[src/rtl/latch_bank_wr_ctrl_if.sv]
// ----------------------------------------------------------------------------
// latch_bank_wr_ctrl_if
//   Command and latch-pin bundle between a write requester and the latch bank
//   write controller.
//
//   Handshake: a command is transferred on a rising CLK edge where REQ (or
//   INIT) and RDY are both high. RDY is a registered "idle" flag. The
//   requester may hold REQ high across cycles. ADDR and WDATA are only looked
//   at in the accepting cycle. INIT outranks REQ; a REQ that loses to INIT is
//   simply still pending afterwards.
//
//   Signals:
//     REQ   write command valid            (master -> slave)
//     ADDR  target entry                   (master -> slave)
//     WDATA write data                     (master -> slave)
//     INIT  bank preset request            (master -> slave)
//     RDY   controller idle                (slave -> master)
//     E     per-entry latch enable         (slave -> latch array)
//     D     shared latch data bus          (slave -> latch array)
//     SETN  per-entry active-low preset    (slave -> latch array)
//     ERR   out-of-range address pulse     (slave -> master)
// ----------------------------------------------------------------------------
interface latch_bank_wr_ctrl_if #(
    parameter int DEPTH  = 8,
    parameter int WIDTH  = 8,
    parameter int ADDR_W = 3
);
    logic              REQ;
    logic [ADDR_W-1:0] ADDR;
    logic [WIDTH-1:0]  WDATA;
    logic              INIT;
    logic              RDY;
    logic [DEPTH-1:0]  E;
    logic [WIDTH-1:0]  D;
    logic [DEPTH-1:0]  SETN;
    logic              ERR;

    modport master (
        output REQ, ADDR, WDATA, INIT,
        input  RDY, E, D, SETN, ERR
    );

    modport slave (
        input  REQ, ADDR, WDATA, INIT,
        output RDY, E, D, SETN, ERR
    );
endinterface

[src/rtl/latch_bank_wr_ctrl.sv]
// ----------------------------------------------------------------------------
// latch_bank_wr_ctrl
//   Write sequencer for a bank of DEPTH x WIDTH data latches with active-low
//   set pins. Each accepted write goes through a fixed sequence.
//     SETUP : D is driven with the new data.
//     OPEN  : E[addr] is high for PULSE_CYC cycles.
//     HOLD  : E is low again and D is kept stable.
//   This gives one cycle of data setup before the enable window and one cycle
//   of hold after it. An optional bank preset drives all SETN pins low for
//   PULSE_CYC cycles.
//
//   Configuration macro: LATCH_BANK_PRESET_EN
//     defined   : INIT is honoured and the PRESET state exists.
//     undefined : INIT is ignored, SETN is tied to all-1, and the FSM has
//                 four states. Write timing is identical in both builds.
//
//   Ports:
//     CLK       rising-edge clock
//     RN        asynchronous active-low reset
//     bus       latch_bank_wr_ctrl_if.slave (REQ/ADDR/WDATA/INIT in,
//               RDY/E/D/SETN/ERR out); every output comes from a flop
//     dbg_state current FSM state, for observation only
// ----------------------------------------------------------------------------
module latch_bank_wr_ctrl #(
    parameter int DEPTH     = 8,
    parameter int WIDTH     = 8,
    parameter int ADDR_W    = 3,
    parameter int PULSE_CYC = 1
) (
    input  logic                 CLK,
    input  logic                 RN,
    latch_bank_wr_ctrl_if.slave  bus,
    output logic [2:0]           dbg_state
);

    typedef enum logic [2:0] {
        IDLE   = 3'd0,
        SETUP  = 3'd1,
        OPEN   = 3'd2,
`ifdef LATCH_BANK_PRESET_EN
        HOLD   = 3'd3,
        PRESET = 3'd4
`else
        HOLD   = 3'd3
`endif
    } state_t;

    // The counter is loaded with PULSE_CYC-1 and the pulse ends when it is 0.
    // This gives exactly PULSE_CYC cycles of E or SETN.
    localparam logic [3:0]      CNT_LOAD = 4'(PULSE_CYC - 1);
    localparam logic [ADDR_W:0] DEPTH_X  = (ADDR_W + 1)'(DEPTH);

    state_t            state;
    logic [3:0]        cnt;
    logic [ADDR_W-1:0] addr_q;
    logic              addr_ok;
    logic              rdy_q;
    logic [DEPTH-1:0]  e_q;
    logic [WIDTH-1:0]  d_q;
    logic              err_q;

    logic              in_range;
    logic [DEPTH-1:0]  onehot;
    logic              take_init;
    logic              take_req;

    // Compare with one extra bit so that DEPTH == 2**ADDR_W still fits.
    assign in_range = ({1'b0, bus.ADDR} < DEPTH_X);
    // A shift produces no set bit for an out-of-range address. E is also
    // gated explicitly with addr_ok.
    assign onehot   = {{(DEPTH-1){1'b0}}, 1'b1} << addr_q;

    // rdy_q is only ever set while in IDLE, so it doubles as the IDLE qualifier.
    always_comb begin
        take_init = 1'b0;
`ifdef LATCH_BANK_PRESET_EN
        take_init = rdy_q && bus.INIT;
`endif
        take_req  = rdy_q && bus.REQ && !take_init;
    end

`ifdef LATCH_BANK_PRESET_EN
    logic [DEPTH-1:0] setn_q;
`else
    logic init_unused;
    assign init_unused = bus.INIT;
`endif

    always_ff @(posedge CLK or negedge RN) begin
        if (!RN) begin
            state   <= IDLE;
            cnt     <= '0;
            addr_q  <= '0;
            addr_ok <= 1'b0;
            rdy_q   <= 1'b0;
            e_q     <= '0;
            d_q     <= '0;
            err_q   <= 1'b0;
`ifdef LATCH_BANK_PRESET_EN
            setn_q  <= '1;
`endif
        end else begin
            err_q <= 1'b0;
            case (state)
                IDLE: begin
`ifdef LATCH_BANK_PRESET_EN
                    if (take_init) begin
                        state  <= PRESET;
                        setn_q <= '0;
                        cnt    <= CNT_LOAD;
                        rdy_q  <= 1'b0;
                    end else
`endif
                    if (take_req) begin
                        state   <= SETUP;
                        addr_q  <= bus.ADDR;
                        addr_ok <= in_range;
                        d_q     <= bus.WDATA;
                        err_q   <= !in_range;
                        rdy_q   <= 1'b0;
                    end else begin
                        rdy_q   <= 1'b1;
                    end
                end
                SETUP: begin
                    state <= OPEN;
                    cnt   <= CNT_LOAD;
                    e_q   <= addr_ok ? onehot : '0;
                end
                OPEN: begin
                    if (cnt == 4'd0) begin
                        state <= HOLD;
                        e_q   <= '0;
                    end else begin
                        cnt <= cnt - 4'd1;
                    end
                end
                HOLD: begin
                    state <= IDLE;
                    rdy_q <= 1'b1;
                end
`ifdef LATCH_BANK_PRESET_EN
                PRESET: begin
                    if (cnt == 4'd0) begin
                        state  <= HOLD;
                        setn_q <= '1;
                    end else begin
                        cnt <= cnt - 4'd1;
                    end
                end
`endif
                default: state <= IDLE;
            endcase
        end
    end

    assign bus.RDY   = rdy_q;
    assign bus.E     = e_q;
    assign bus.D     = d_q;
    assign bus.ERR   = err_q;
`ifdef LATCH_BANK_PRESET_EN
    assign bus.SETN  = setn_q;
`else
    assign bus.SETN  = '1;
`endif
    assign dbg_state = state;

endmodule

[src/flat_wrapper.sv]
// flat-port wrapper written by rule: the top's interface ports become plain ports
module latch_bank_wr_ctrl_flat 
#(
    parameter int DEPTH     = 8,
    parameter int WIDTH     = 8,
    parameter int ADDR_W    = 3,
    parameter int PULSE_CYC = 1
)
  (CLK, RN, dbg_state, bus_REQ, bus_ADDR, bus_WDATA, bus_INIT, bus_RDY, bus_E, bus_D, bus_SETN, bus_ERR);
  latch_bank_wr_ctrl_if #(.DEPTH(DEPTH), .WIDTH(WIDTH), .ADDR_W(ADDR_W)) bus_i ();
  input  logic CLK;
  input  logic RN;
  output logic [2:0] dbg_state;
  input wire logic [$bits(bus_i.REQ)-1:0] bus_REQ;
  input wire logic [$bits(bus_i.ADDR)-1:0] bus_ADDR;
  input wire logic [$bits(bus_i.WDATA)-1:0] bus_WDATA;
  input wire logic [$bits(bus_i.INIT)-1:0] bus_INIT;
  output wire logic [$bits(bus_i.RDY)-1:0] bus_RDY;
  output wire logic [$bits(bus_i.E)-1:0] bus_E;
  output wire logic [$bits(bus_i.D)-1:0] bus_D;
  output wire logic [$bits(bus_i.SETN)-1:0] bus_SETN;
  output wire logic [$bits(bus_i.ERR)-1:0] bus_ERR;
  assign bus_i.REQ = bus_REQ;
  assign bus_i.ADDR = bus_ADDR;
  assign bus_i.WDATA = bus_WDATA;
  assign bus_i.INIT = bus_INIT;
  assign bus_RDY = bus_i.RDY;
  assign bus_E = bus_i.E;
  assign bus_D = bus_i.D;
  assign bus_SETN = bus_i.SETN;
  assign bus_ERR = bus_i.ERR;
  latch_bank_wr_ctrl #(.DEPTH(DEPTH), .WIDTH(WIDTH), .ADDR_W(ADDR_W), .PULSE_CYC(PULSE_CYC)) u_core (.CLK(CLK), .RN(RN), .bus(bus_i), .dbg_state(dbg_state));
endmodule
[config.mk]
export PLATFORM = sky130hd
export DESIGN_NAME = latch_bank_wr_ctrl_flat
export DESIGN_NICKNAME = d
export VERILOG_FILES = /design/src/rtl/latch_bank_wr_ctrl_if.sv /design/src/rtl/latch_bank_wr_ctrl.sv /design/src/flat_wrapper.sv
export SDC_FILE = /design/constraint.sdc
export NUM_CORES = 1
export LEC_CHECK = 0
export ABC_AREA = 1
export ABC_CLOCK_PERIOD_IN_PS = 2250
export BUFFER_PORTS_ARGS = -buffer_cell sky130_fd_sc_hd__buf_2
export CAP_MARGIN = 20
export CORE_UTILIZATION = 25
export DETAILED_ROUTE_END_ITERATION = 8
export HOLD_SLACK_MARGIN = 0.06
export SETUP_SLACK_MARGIN = 0.05
export SYNTH_ARGS = -nofsm -noshare
export SYNTH_HDL_FRONTEND = slang
export SYNTH_SLANG_ARGS = --single-unit
[constraint.sdc]
create_clock -name CLK -period 2.25 [get_ports CLK]
set_clock_uncertainty 0.05 [all_clocks]
set_input_delay 0.45 -clock CLK [delete_from_list [all_inputs] [get_ports CLK]]
set_output_delay 0.45 -clock CLK [all_outputs]
set_load 0.1 [all_outputs]
# After elaboration in Yosys (flattened, before gate mapping)
# Cells that the tools add are included.
# totals
regBits,28
inputBits,15
# classes
add_sub_neg,1
n_eq_ne,6
n_shift,1
muxes,10
reduce_logical,9
# op_table
cell,n
8-bit two-way mux,2
8-bit case mux with 2 select lines,1
3-bit case mux with 3 select lines,1
4-bit case mux with 2 select lines,1
2-bit AND reduction,4
"1-bit by 3-bit << shifter with 8-bit output, first input constant",1
"3-bit by 2-bit == test with 1-bit output, second input constant",2
3-bit two-way mux,2
4-bit logical NOT,1
4-bit two-way mux,1
"2-bit by 1-bit != test with 1-bit output, second input constant",2
2-bit nonzero test,2
"4-bit by 1-bit subtractor with 4-bit output, second input constant",1
"3-bit by 1-bit == test with 1-bit output, second input constant",1
3-bit logical NOT,1
"2-bit != test, second input constant",1
1-bit case mux with 2 select lines,1
1-bit logical AND,1
1-bit two-way mux,1

# Longest topological paths before layout
# Gate-level depths: netlist of run 1.
# logic_depth
word_depth,3
depth_mapped,9

# Worst setup path after synthesis of run 1
# No wires, ideal clock.
# synth_path
kind,reg-to-reg
from,"register u_core.state[0], in the netlist u_core.dbg_state[0]"
to,"register u_core.e_q[0], in the netlist u_core.bus.E[0]"
setup_time_ps,120
arrival_time_ps,1959
required_time_ps,2080
setup_slack_ps,122
path_stages_with_launch,10
period_less_slack_ps,2128
cell_sequence,dfrtp_1 > inv_1 > ha_1 > buf_4 > inv_2 > nand2_4 > o21ai_4 > inv_4 > nand2_1 > nand2_1
# synth_via
elab_chain_len,3
word_cells_on_any_way,6
# synth_lines
item,line,text
"start, declared",latch_bank_wr_ctrl.sv:53,state_t state;
"start signal, assigned",latch_bank_wr_ctrl.sv:91,state <= IDLE;
"start signal, assigned",latch_bank_wr_ctrl.sv:115,state <= SETUP;
"start signal, assigned",latch_bank_wr_ctrl.sv:126,state <= OPEN;
3-bit by 2-bit == test with 1-bit output / 3-bit by 1-bit == test with 1-bit output (equally long branches),latch_bank_wr_ctrl.sv:104,case (state)
2-bit by 1-bit != test with 1-bit output (no source line) / 2-bit nonzero test (equally long branches),-,
2-bit AND reduction (no source line),-,
"end signal, assigned",latch_bank_wr_ctrl.sv:128,e_q <= addr_ok ? onehot : '0;
"end, declared",latch_bank_wr_ctrl.sv:58,logic [DEPTH-1:0] e_q;
# Several ways; a longest one is shown, not always the timed one.
# A chain may end at the register's enable or synchronous reset.

# Worst setup path after layout of run 1
# layout_path
from,"register u_core.state[0], in the netlist u_core.dbg_state[0]"
to,output dbg_state[0]
# layout_rtl
item,line,text
"end, declared",flat_wrapper.sv:13,output logic [2:0] dbg_state;
# No word-level cell between the ends.

==> summary.md, run 1 <==
| Metric | Value |
|---|---|
| Status | finished clean |
| Post-synth top area cell | dfrtp_1 |
| Synth cell types | 23 |
| Core region area | 5107 µm² |
| Iteration-0 DRC Markers | 37 |
| Die height | 75.04 µm |
| Detailed Place HPWL | 1.821 mm |
| Syn avg cell area | 8.495 µm² |
| Grt ovf | 0 |
| Clock period minus worst slack | 1.715 ns |
| Max-cap viol count | 0 |
| Drt total wl | 2.536 mm |
| Reg2reg end | u_core.cnt[1]$_DFFE_PN0P_ |
| TNS Setup | 0 ns |
| Num rows | 26 |
| DR DRC count | 0 |
| Starting Density | 26.11% |
| Placed cell area | 1528 µm² |
| Register bit count reported by yosys | 27 |
| Layout cell share with drive strength beyond 1 | 23.28% |
| DRT Pass-1 Iters | 4 |
| Critical-path cell list | buf_2 |
| ANT nets after route | 0 |
| Antenna violations before repair | 0 |
| R2r setup slk | 0.56 ns |
| Largest net degree at the start of global routing | 28 |
| Quantity of gates resized following cts | 0 |
| Number of port buffers | 32 |
| Total clock sinks | 27 |
| Post-CTS Setup Inserts | 0 |
| Design area | 1577 µm² |
| Skew-Pair Late Insertion Delay | 0.28 ns |
| Crit-path max FO | 6 |
| WHS | 0.1129 ns |
| Fillers | 560 |
| Hold Fails Final Rpt | 0 |
| Root Driver | clkbuf_8 |
| First-pass GRT wire length | 4.450 mm |
| Synth async-reset ratio | 100.0% |
| Vias in the first global route | 1001 |
| H-tree depth | 1 |
| GRT Util Overall | 10.28% |
| Setup Viol. Count Final | 0 |
| CP required | 1.75 ns |
| Arrival time at the worst endpoint | 1.21 ns |
| Post-synth EDFFs | 0 |
| Reg-to-reg startpoint | u_core.dbg_state[0]$_DFFE_PN0P_ |
| TritonCTS clock tree | yes |
| Inserted Diodes | 0 |
| Worst Setup End Kind | output pin |
| Chip width | 75.04 µm |
| CP Class | reg2out |
| Tightest Pin Transition | 0.5949 ns |
| CP Launch Type | register |
| Ranking of synthesized cells by area | dfrtp_1 (51%), nand2_1 (14%), nand3_1 (7.5%) |
| Synth top cells by count | nand2_1 (51), dfrtp_1 (27), nand3_1 (20), buf_4 (11), inv_1 (10) |
| Synth Flop Type | dfrtp_1 |
| Ports | 44 |
| Synthesis Warnings | 0 |
| Post-CTS Hold Fix Bufs | 0 |
| Slowest CP cell | buf_2 |
| Worst-path clk slew | 0.10 ns |
| Yosys top cell area share | 50.66% |
| Crit-path max cell delay | 0.47 ns |
| Worst R2R Path Depth | 8 |
| Per-cell routed wire length | 9.792 µm |
| Post-synthesis sequential area ratio | 50.66% |
| Die area | 5631 µm² |
| Routed vias/inst | 4.058 |
| Crit path buffers/inverters | 1 |
| Mapped Area | 1334 µm² |
| HP Class | in2async |
| Fmax | 583.2 MHz |
| Most common cell in the netlist | nand2_1 |
| Final Cycle Share | 76.21% |
| P&R area growth vs syn | 18.20% |
| Total Nets Final | 211 |
| Max-slew headroom | 60.34% |
| Cells after Synth | 157 |
| Top delay family on crit path | buffers and inverters |
| RSZ-0062 raised after global routing | false |
| Clock Tree Buf Depth | 2 |
| Via count | 1051 |
| GP Congestion | 0.7104 |
| Critical Path Stages | 1 |
| Cts bufs inserted | 3 |
| Slew Viols, Final | 0 |
## routing by layer
metal | track usage, % | vias up | share of wire, %
met4 | 3.774 | 0 | 1.5
met5 | 0 | - | 0
met3 | 3.347 | 5 | 8.2
met1 | 12.99 | 478 | 48
met2 | 16.42 | 29 | 43
li1 | - | 539 | -
## worst register-to-register path, cell delays in order, from the launching register on
cell and delay, ns:
dfrtp_1 0.46, inv_1 0.11, ha_1 0.33, inv_2 0.12, nand2_4 0.09, inv_1 0.04, a21oi_1 0.23, nand2_1 0.07
o21ai_0 0.09
## through the flow
step	util [%]	worst slack, ns	cells
after floorplan	-	0.1216	165
after global placement	29.91	0.5995	255
after detailed placement	29.91	0.5514	255
after CTS	30.87	0.5172	259
after global routing	30.87	0.3730	259
final	30.87	0.5353	259
## state kept, by name, indices dropped and copies added, names as in the netlist
| register | flops |
|---|---|
| u_core.bus.D | 8 |
| u_core.dbg_state | 2 |
| u_core.addr_q | 3 |
| u_core.bus.E | 8 |
| u_core.cnt | 4 |
| u_core.bus.RDY | 1 |
| u_core.addr_ok | 1 |
## logic make-up after synthesis
kind of cell / count (synthesis) / share of synthesized area [%]
buf+inv: 26 / 10.69
other cells: 2 / 0.5631
fa+ha+maj: 6 / 5.628
simple gates: 85 / 27.21
compound gates: 11 / 5.253
flops: 27 / 50.66
## placed cells by master, fill, tap and decap left out, types with 2 or more instances in the layout
master,instances
buf_2,32
o21ai_0,5
nand2_1,51
inv_1,10
clkbuf_8,3
inv_2,2
ha_1,6
dfrtp_1,27
nand3_1,20
nor2_1,8
a21oi_1,3
conb_1,10
## final cells by class
cell class | instances | area [µm²] | area share (%)
Inverter | 13 | 51.30 | 3.254
Clock inverter | 1 | 7.507 | 0.4762
Multi-Input combinational cell | 112 | 545.5 | 34.60
Sequential cell | 27 | 675.6 | 42.86
Clock buffer | 3 | 41.29 | 2.619
Timing Repair Buffer | 33 | 167.7 | 10.63
Tap cell | 70 | 87.58 | 5.556
## how the worst max path moves through the flow
stage                                               start                     endpoint  slack (ns)
after CTS                 u_core.dbg_state[0]$_DFFE_PN0P_                 dbg_state[0]        0.52
after floorplan           u_core.dbg_state[0]$_DFFE_PN0P_  u_core.bus.E[0]$_DFFE_PN0P_        0.12
after global placement    u_core.dbg_state[0]$_DFFE_PN0P_    u_core.cnt[3]$_DFFE_PN0P_        0.60
after detailed placement  u_core.dbg_state[0]$_DFFE_PN0P_    u_core.cnt[3]$_DFFE_PN0P_        0.55
final                     u_core.dbg_state[0]$_DFFE_PN0P_                 dbg_state[0]        0.54
after global routing      u_core.dbg_state[0]$_DFFE_PN0P_    u_core.cnt[3]$_DFFE_PN0P_        0.37
Power of run 1 is left out: the tool's default activity adds up to more than one toggle a clock period on the data nets, which glitch-free logic cannot reach.
==> inputs of run 2 (changes only) <==
ABC_AREA = 0   (was 1)
ABC_CLOCK_PERIOD_IN_PS = 1780   (was 2250)
clock period = 1.78 ns   (was 2.25 ns; I/O delays follow)
==> run 2 against run 1 <==
Synthesized cell count fell by 34%. Die area fell by 4.0%. Sequential share of layout area barely moved. Cell count fell by 19%. Synthesized area fell by 4.1%. Global-route usage fell by 1.0 points. Worst hold slack improved by 0.14 ns. Register-to-register slack got worse by 0.50 ns.
==> summary.md, run 2 <==
| Metric | Value |
|---|---|
| Final Cycle Share | 96.80% |
| Cells after Synth | 104 (-34%) |
| Starting Density | 26.55% (+0.43 points) |
| R2r setup slk | 0.06 ns (-0.50 ns) |
| P&R area growth vs syn | 24.85% |
| Die height | 73.52 µm (-2.0%) |
| Hold Path Depth | 2 |
| Worst Setup End Kind | register |
| Ports | 44 (unchanged) |
| Mapped Area | 1279 µm² (-4.1%) |
| GRT Util Overall | 9.260% (-1.0 points) |
| Setup Viol. Count Final | 0 (unchanged) |
| Iteration-0 DRC Markers | 15 (-59%) |
| H-tree depth | 1 (unchanged) |
| TritonCTS clock tree | yes |
| Post-synthesis compound-gate area fraction | 11.06% (+5.8 points) |
| Post-synth top area cell | dfrtp_1 |
| CP Launch Type | register |
| Skew-Pair Late Insertion Delay | 0.28 ns (about the same) |
| CP required | 1.90 ns (+0.15 ns) |
| Post-synthesis simple-gate area fraction | 7.828% (-19 points) |
| CP Class | reg2reg |
| RSZ-0062 raised after global routing | true |
| Tightest Pin Transition | 0.6024 ns (+0.007524 ns) |
| Per-cell routed wire length | 10.60 µm (+8.2%) |
| Total clock sinks | 27 (unchanged) |
| Commonest non-fill, non-tap cell in the layout | buf_2 |
| Drt total wl | 2.215 mm (-13%) |
| Largest net degree at the start of global routing | 28 (unchanged) |
| Synth async-reset ratio | 100.0% (unchanged) |
| TNS Setup | 0 ns (unchanged) |
| Grt ovf | 0 (unchanged) |
| Reg2reg end | u_core.dbg_state[1]$_DFFE_PN0P_ |
| Worst hold start | bus_WDATA[4] |
| Slowest CP cell | dfrtp_1 |
| Post-synth EDFFs | 0 (unchanged) |
| Cts bufs inserted | 3 (unchanged) |
| Detailed Place HPWL | 1.681 mm (-7.7%) |
| Worst hold path endpoint | u_core.bus.D[4]$_DFFE_PN0P_ |
| Adder-Cell Fraction of Synth Area | 5.871% (+0.24 points) |
| Critical-path cell list | inv_1 > ha_1 > or3b_4 > a22oi_2 > mux2_1 |
| Synthesis Warnings | 0 (unchanged) |
| Clock period minus worst slack | 1.723 ns |
| Post-synthesis sequential area ratio | 52.84% (+2.2 points) |
| Ranking of synthesized cells by area | dfrtp_1 (53%), mux2_2 (9.7%), buf_4 (5.9%) |
| Hold Fails Final Rpt | 0 (unchanged) |
| Crit-path max cell delay | 0.41 ns (-0.06 ns) |
| Worst R2R Path Depth | 5 (-3) |
| Chip width | 73.52 µm (-2.0%) |
| GP Congestion | 0.6640 (-6.5%) |
| Yosys top cell area share | 52.84% (+2.2 points) |
| Synth cell types | 25 (+8.7%) |
| Die area | 5405 µm² (-4.0%) |
| Reg-to-reg startpoint | u_core.cnt[1]$_DFFE_PN0P_ |
| Max-cap viol count | 0 (unchanged) |
| Syn avg cell area | 12.30 µm² (+45%) |
| Vias in the first global route | 892 (-11%) |
| HP Class | in2reg |
| DR DRC count | 0 (unchanged) |
| Most common cell in the netlist | dfrtp_1 |
| Core region area | 4817 µm² (-5.7%) |
| Layout cell share with drive strength beyond 1 | 42.96% (+20 points) |
| Via count | 878 (-16%) |
| Slew Viols, Final | 0 (unchanged) |
| Crit-path max FO | 3 (-3) |
| Status | finished clean |
| First-pass GRT wire length | 3.864 mm (-13%) |
| Num rows | 25 (-3.8%) |
| Root Driver | clkbuf_8 |
| Number of port buffers | 32 (unchanged) |
| Clock Tree Buf Depth | 2 (unchanged) |
| Register bit count reported by yosys | 27 (unchanged) |
| Most frequent cells in the layout | buf_2 (32), dfrtp_1 (24), mux2_2 (11), conb_1 (10), inv_1 (9) |
| Synth Flop Type | dfrtp_1 |
| Main combinational cell family by area after synthesis | multiplexers |
| Arrival time at the worst endpoint | 1.84 ns (+0.63 ns) |
| Worst-path clk slew | 0.10 ns (about the same) |
| Max-slew headroom | 59.84% (-0.50 points) |
| DRT Pass-1 Iters | 4 (unchanged) |
| Fillers | 490 (-13%) |
| Mux cell area share after synthesis | 12.92% (+13 points) |
| Routed vias/inst | 4.201 (+3.5%) |
| ANT nets after route | 0 (unchanged) |
| Synth Area in XOR/XNOR | 0% (unchanged) |
| Antenna violations before repair | 0 (unchanged) |
| Synth top cells by count | dfrtp_1 (27), mux2_2 (11), buf_4 (10), inv_1 (9) |
| Fmax | 580.4 MHz |
| Total Nets Final | 164 (-22%) |
| Inserted Diodes | 0 (unchanged) |
run 2: what timing repair did:
action	in CTS	in global routing
gates resized for setup	0	1
setup buffers	0	0
hold buffers	1	0
hold endpoints to repair	27	0
endpoints found under the setup margin	1	3
pin swaps	1	0
run 2: worst max-delay path, delay by kind of cell, from the launching register on:
family / cells / cell delay, ns
flip-flops: 1 / 0.41
multiplexers: 1 / 0.34
AND/OR/NAND/NOR: 1 / 0.41
buffers and inverters: 1 / 0.06
AO/OA/AOI/OAI: 1 / 0.20
adder cells (fa/ha/maj): 1 / 0.15
run 2: worst max path at each step:
| stage | start | slack [ns] | endpoint | depth (start not counted) |
|---|---|---|---|---|
| after CTS | u_core.cnt[1]$_DFFE_PN0P_ | 0.06 | u_core.dbg_state[1]$_DFFE_PN0P_ | 5 |
| after detailed placement | u_core.cnt[1]$_DFFE_PN0P_ | 0.05 | u_core.dbg_state[1]$_DFFE_PN0P_ | 5 |
| after global routing | u_core.cnt[0]$_DFFE_PN0P_ | 0.008 | u_core.dbg_state[1]$_DFFE_PN0P_ | 5 |
| after global placement | u_core.cnt[1]$_DFFE_PN0P_ | 0.07 | u_core.dbg_state[1]$_DFFE_PN0P_ | 5 |
| after floorplan | u_core.dbg_state[0]$_DFFE_PN0P_ | 0.05 | u_core.bus.D[2]$_DFFE_PN0P_ | 5 |
| final | u_core.cnt[1]$_DFFE_PN0P_ | 0.06 | u_core.dbg_state[1]$_DFFE_PN0P_ | 5 |
run 2: final cells by class:
type | instances | area [µm²] | share of cell area [%]
tap | 67 | 83.83 | 5.251
sequential | 27 | 684.4 | 42.87
inverter | 9 | 33.78 | 2.116
multi-input combinational | 65 | 545.5 | 34.17
clock inverter | 1 | 7.507 | 0.4702
timing repair buffer | 37 | 200.2 | 12.54
clock buffer | 3 | 41.29 | 2.586
run 2: metrics by stage:
stage                     hold slack, ns  std cells  worst slack [ns]  utilization (%)  instance area (µm²)
after floorplan                  0.01041        112           0.04866                -                 1344
after global placement            0.3546        204           0.06845            31.79                 1531
after detailed placement          0.3552        204           0.04704            31.79                 1531
after CTS                         0.2397        209           0.05841            33.01                 1590
after global routing              0.2414        209          0.007595            33.14                 1597
final                             0.2522        209           0.05690            33.14                 1597
run 2: metal layers:
layer  wire (µm)  track usage (%)
met2        1068            14.58
met4          29            5.128
met3         137            1.920
met1         978            11.84
met5           0                0
run 2: cells by family after synthesis:
group,after synthesis
flip-flops,27
buffers and inverters,20
AND/OR/NAND/NOR,18
adder cells (fa/ha/maj),6
other,2
multiplexers,15
AO/OA/AOI/OAI,16
Power of run 2 is left out for the same reason.
==> inputs of run 3 (changes only) <==
CORE_UTILIZATION = 49   (was 25)
PLACE_DENSITY = 0.84   (was default)
==> run 3 against run 2 <==
Critical path depth unchanged. First-iteration DRC count is 53% lower. Global-route usage rose by 9.2 points. Non-clock buffer count did not move. Cell count down 18%. Sequential cell count did not move. Worst hold slack worse by 0.056 ns. Sequential share of layout area increased by 1.7 points. Via count rose by 0.46%. Wire length increased by 0.86%. Worst setup slack got worse by 0.020 ns. Fmax fell by 1.2%. Critical endpoint unchanged. Largest cell class unchanged. Highest routed layer unchanged.
==> summary.md, run 3 (synthesis gave the netlist of run 2 again) <==
| Metric | Value |
|---|---|
| Status | finished clean |
| Hold Path Depth | 2 (unchanged) |
| Layout cell share with drive strength beyond 1 | 44.37% (+1.4 points) |
| Arrival time at the worst endpoint | 1.92 ns (+0.08 ns) |
| Pre-CTS setup slack | 0.01048 ns (-0.03656 ns) |
| Reg-to-reg startpoint | u_core.cnt[0]$_DFFE_PN0P_ |
| Num rows | 18 (-28%) |
| Starting Density | 51.62% (+25 points) |
| Chip width | 53.09 µm (-28%) |
| Most frequent cells in the layout | buf_2 (32), dfrtp_1 (24), mux2_2 (11), conb_1 (10), inv_1 (8) |
| Die area | 2818 µm² (-48%) |
| Drt total wl | 2.234 mm (+0.86%) |
| CP Class | reg2reg |
| Fillers | 215 (-56%) |
| Die height | 53.09 µm (-28%) |
| Critical Path Stages | 5 (unchanged) |
| Worst-path clk slew | 0.13 ns (+0.03 ns) |
| Largest net degree at the start of global routing | 28 (unchanged) |
| Iteration-0 DRC Markers | 7 (-8) |
| Design area | 1535 µm² (-3.8%) |
| CP required | 1.96 ns (+0.06 ns) |
| Hold Fails Final Rpt | 0 (unchanged) |
| GRT Util Overall | 18.49% (+9.2 points) |
| Slowest CP cell | dfrtp_1 |
| Critical path capture point | u_core.dbg_state[1]$_DFFE_PN0P_ |
| Core region area | 2477 µm² (-49%) |
| Routed vias/inst | 5.128 (+22%) |
| Top delay family on crit path | flip-flops |
| ANT nets after route | 0 (unchanged) |
| Critical-path cell list | inv_1 > ha_2 > or3b_4 > a22oi_2 > mux2_4 |
| Clock period minus worst slack | 1.744 ns (+0.02041 ns) |
| Grt ovf | 0 (unchanged) |
| Root Driver | clkbuf_4 |
| Clock Tree Buf Depth | 2 (unchanged) |
| Total clock sinks | 27 (unchanged) |
| First-pass GRT wire length | 3.657 mm (-5.4%) |
| P&R area growth vs syn | 20.06% |
| RSZ-0062 raised after global routing | true |
| Reg2reg end | u_core.dbg_state[1]$_DFFE_PN0P_ |
| Setup Viol. Count Final | 0 (unchanged) |
| Antenna violations before repair | 0 (unchanged) |
| Crit-path max FO | 3 (unchanged) |
| DR DRC count | 0 (unchanged) |
| Via count | 882 (+0.46%) |
| Max-slew headroom | 61.96% (+2.1 points) |
| Total Nets Final | 164 (unchanged) |
| Critical path origin | u_core.cnt[0]$_DFFE_PN0P_ |
| TritonCTS clock tree | yes |
| Setup WS post-layout | 0.03649 ns (-0.02041 ns) |
| CP Launch Type | register |
| Per-cell routed wire length | 12.99 µm (+23%) |
| GP Congestion | 0.7120 (+7.2%) |
| HP Class | in2reg |
| Ports | 44 (unchanged) |
| Placed cell area | 1470 µm² (-4.0%) |
| Crit path buffers/inverters | 1 (unchanged) |
| Skew-Pair Late Insertion Delay | 0.33 ns (+0.05 ns) |
| Vias in the first global route | 836 (-6.3%) |
| Crit-path max cell delay | 0.40 ns (about the same) |
| TNS Setup | 0 ns (unchanged) |
| Max-cap viol count | 0 (unchanged) |
| Tightest Pin Transition | 0.5706 ns (-0.03181 ns) |
| Cts bufs inserted | 3 (unchanged) |
| Final core utilization | 61.97% (+29 points) |
| Worst Setup End Kind | register |
| H-tree depth | 1 (unchanged) |
| DRT Pass-1 Iters | 4 (unchanged) |
| Inserted Diodes | 0 (unchanged) |
| Number of port buffers | 32 (unchanged) |
| R2r setup slk | 0.04 ns (-0.02 ns) |
| Fmax | 573.6 MHz (-1.2%) |
| Slew Viols, Final | 0 (unchanged) |
| Worst R2R Path Depth | 5 (unchanged) |
| Commonest non-fill, non-tap cell in the layout | buf_2 |
| Detailed Place HPWL | 1.631 mm (-3.0%) |
| Final Cycle Share | 97.95% (+1.1 points) |
==> run 3: worst register-to-register path, stage by stage (launching register included) <==
cell	delay, ns
dfrtp_1	0.40
inv_1	0.07
ha_2	0.17
or3b_4	0.40
a22oi_2	0.23
mux2_4	0.32
==> run 3: worst min-delay path by stage <==
stage	startpoint	endpoint	slack, ns
2_1_floorplan	RN	u_core.addr_ok$_DFFE_PN0P_	0.01
3_3_place_gp	RN	u_core.bus.D[0]$_DFFE_PN0P_	0.32
3_5_place_dp	RN	u_core.bus.D[1]$_DFFE_PN0P_	0.34
4_1_cts	bus_WDATA[4]	u_core.bus.D[4]$_DFFE_PN0P_	0.19
5_1_grt	bus_WDATA[2]	u_core.bus.D[2]$_DFFE_PN0P_	0.19
6_report	bus_WDATA[4]	u_core.bus.D[4]$_DFFE_PN0P_	0.20
==> run 3: through the flow <==
step	hold slack, ns	std cells
floorplan	0.01041	112
global placement	0.3245	165
detailed placement	0.3387	165
CTS	0.1938	172
global route	0.1875	172
finish	0.1958	172
==> run 3: layout make-up <==
type | instances | area, µm² | area share, %
Tap cell | 30 | 37.54 | 2.445
Clock buffer | 4 | 26.28 | 1.711
Inverter | 9 | 33.78 | 2.200
Timing Repair Buffer | 37 | 200.2 | 13.04
Multi-Input combinational cell | 65 | 553.0 | 36.02
Sequential cell | 27 | 684.4 | 44.58
==> run 3: layer usage <==
layer / track usage, % / part of all wire, % / up-vias
li1: - / - / 416
met5: 0 / 0 / -
met1: 22.74 / 41 / 420
met4: 11.40 / 3.6 / 0
met2: 29.11 / 50 / 37
met3: 4.310 / 5.8 / 9
==> run 3: repair_timing <==
action	in CTS	in global routing
gates resized for setup	2	2
hold buffers	1	0
endpoints found under the hold margin	27	0
buffers inserted	2	0
pin swaps	2	0
endpoints found under the setup margin	1	13
Power of run 3 is left out for the same reason.
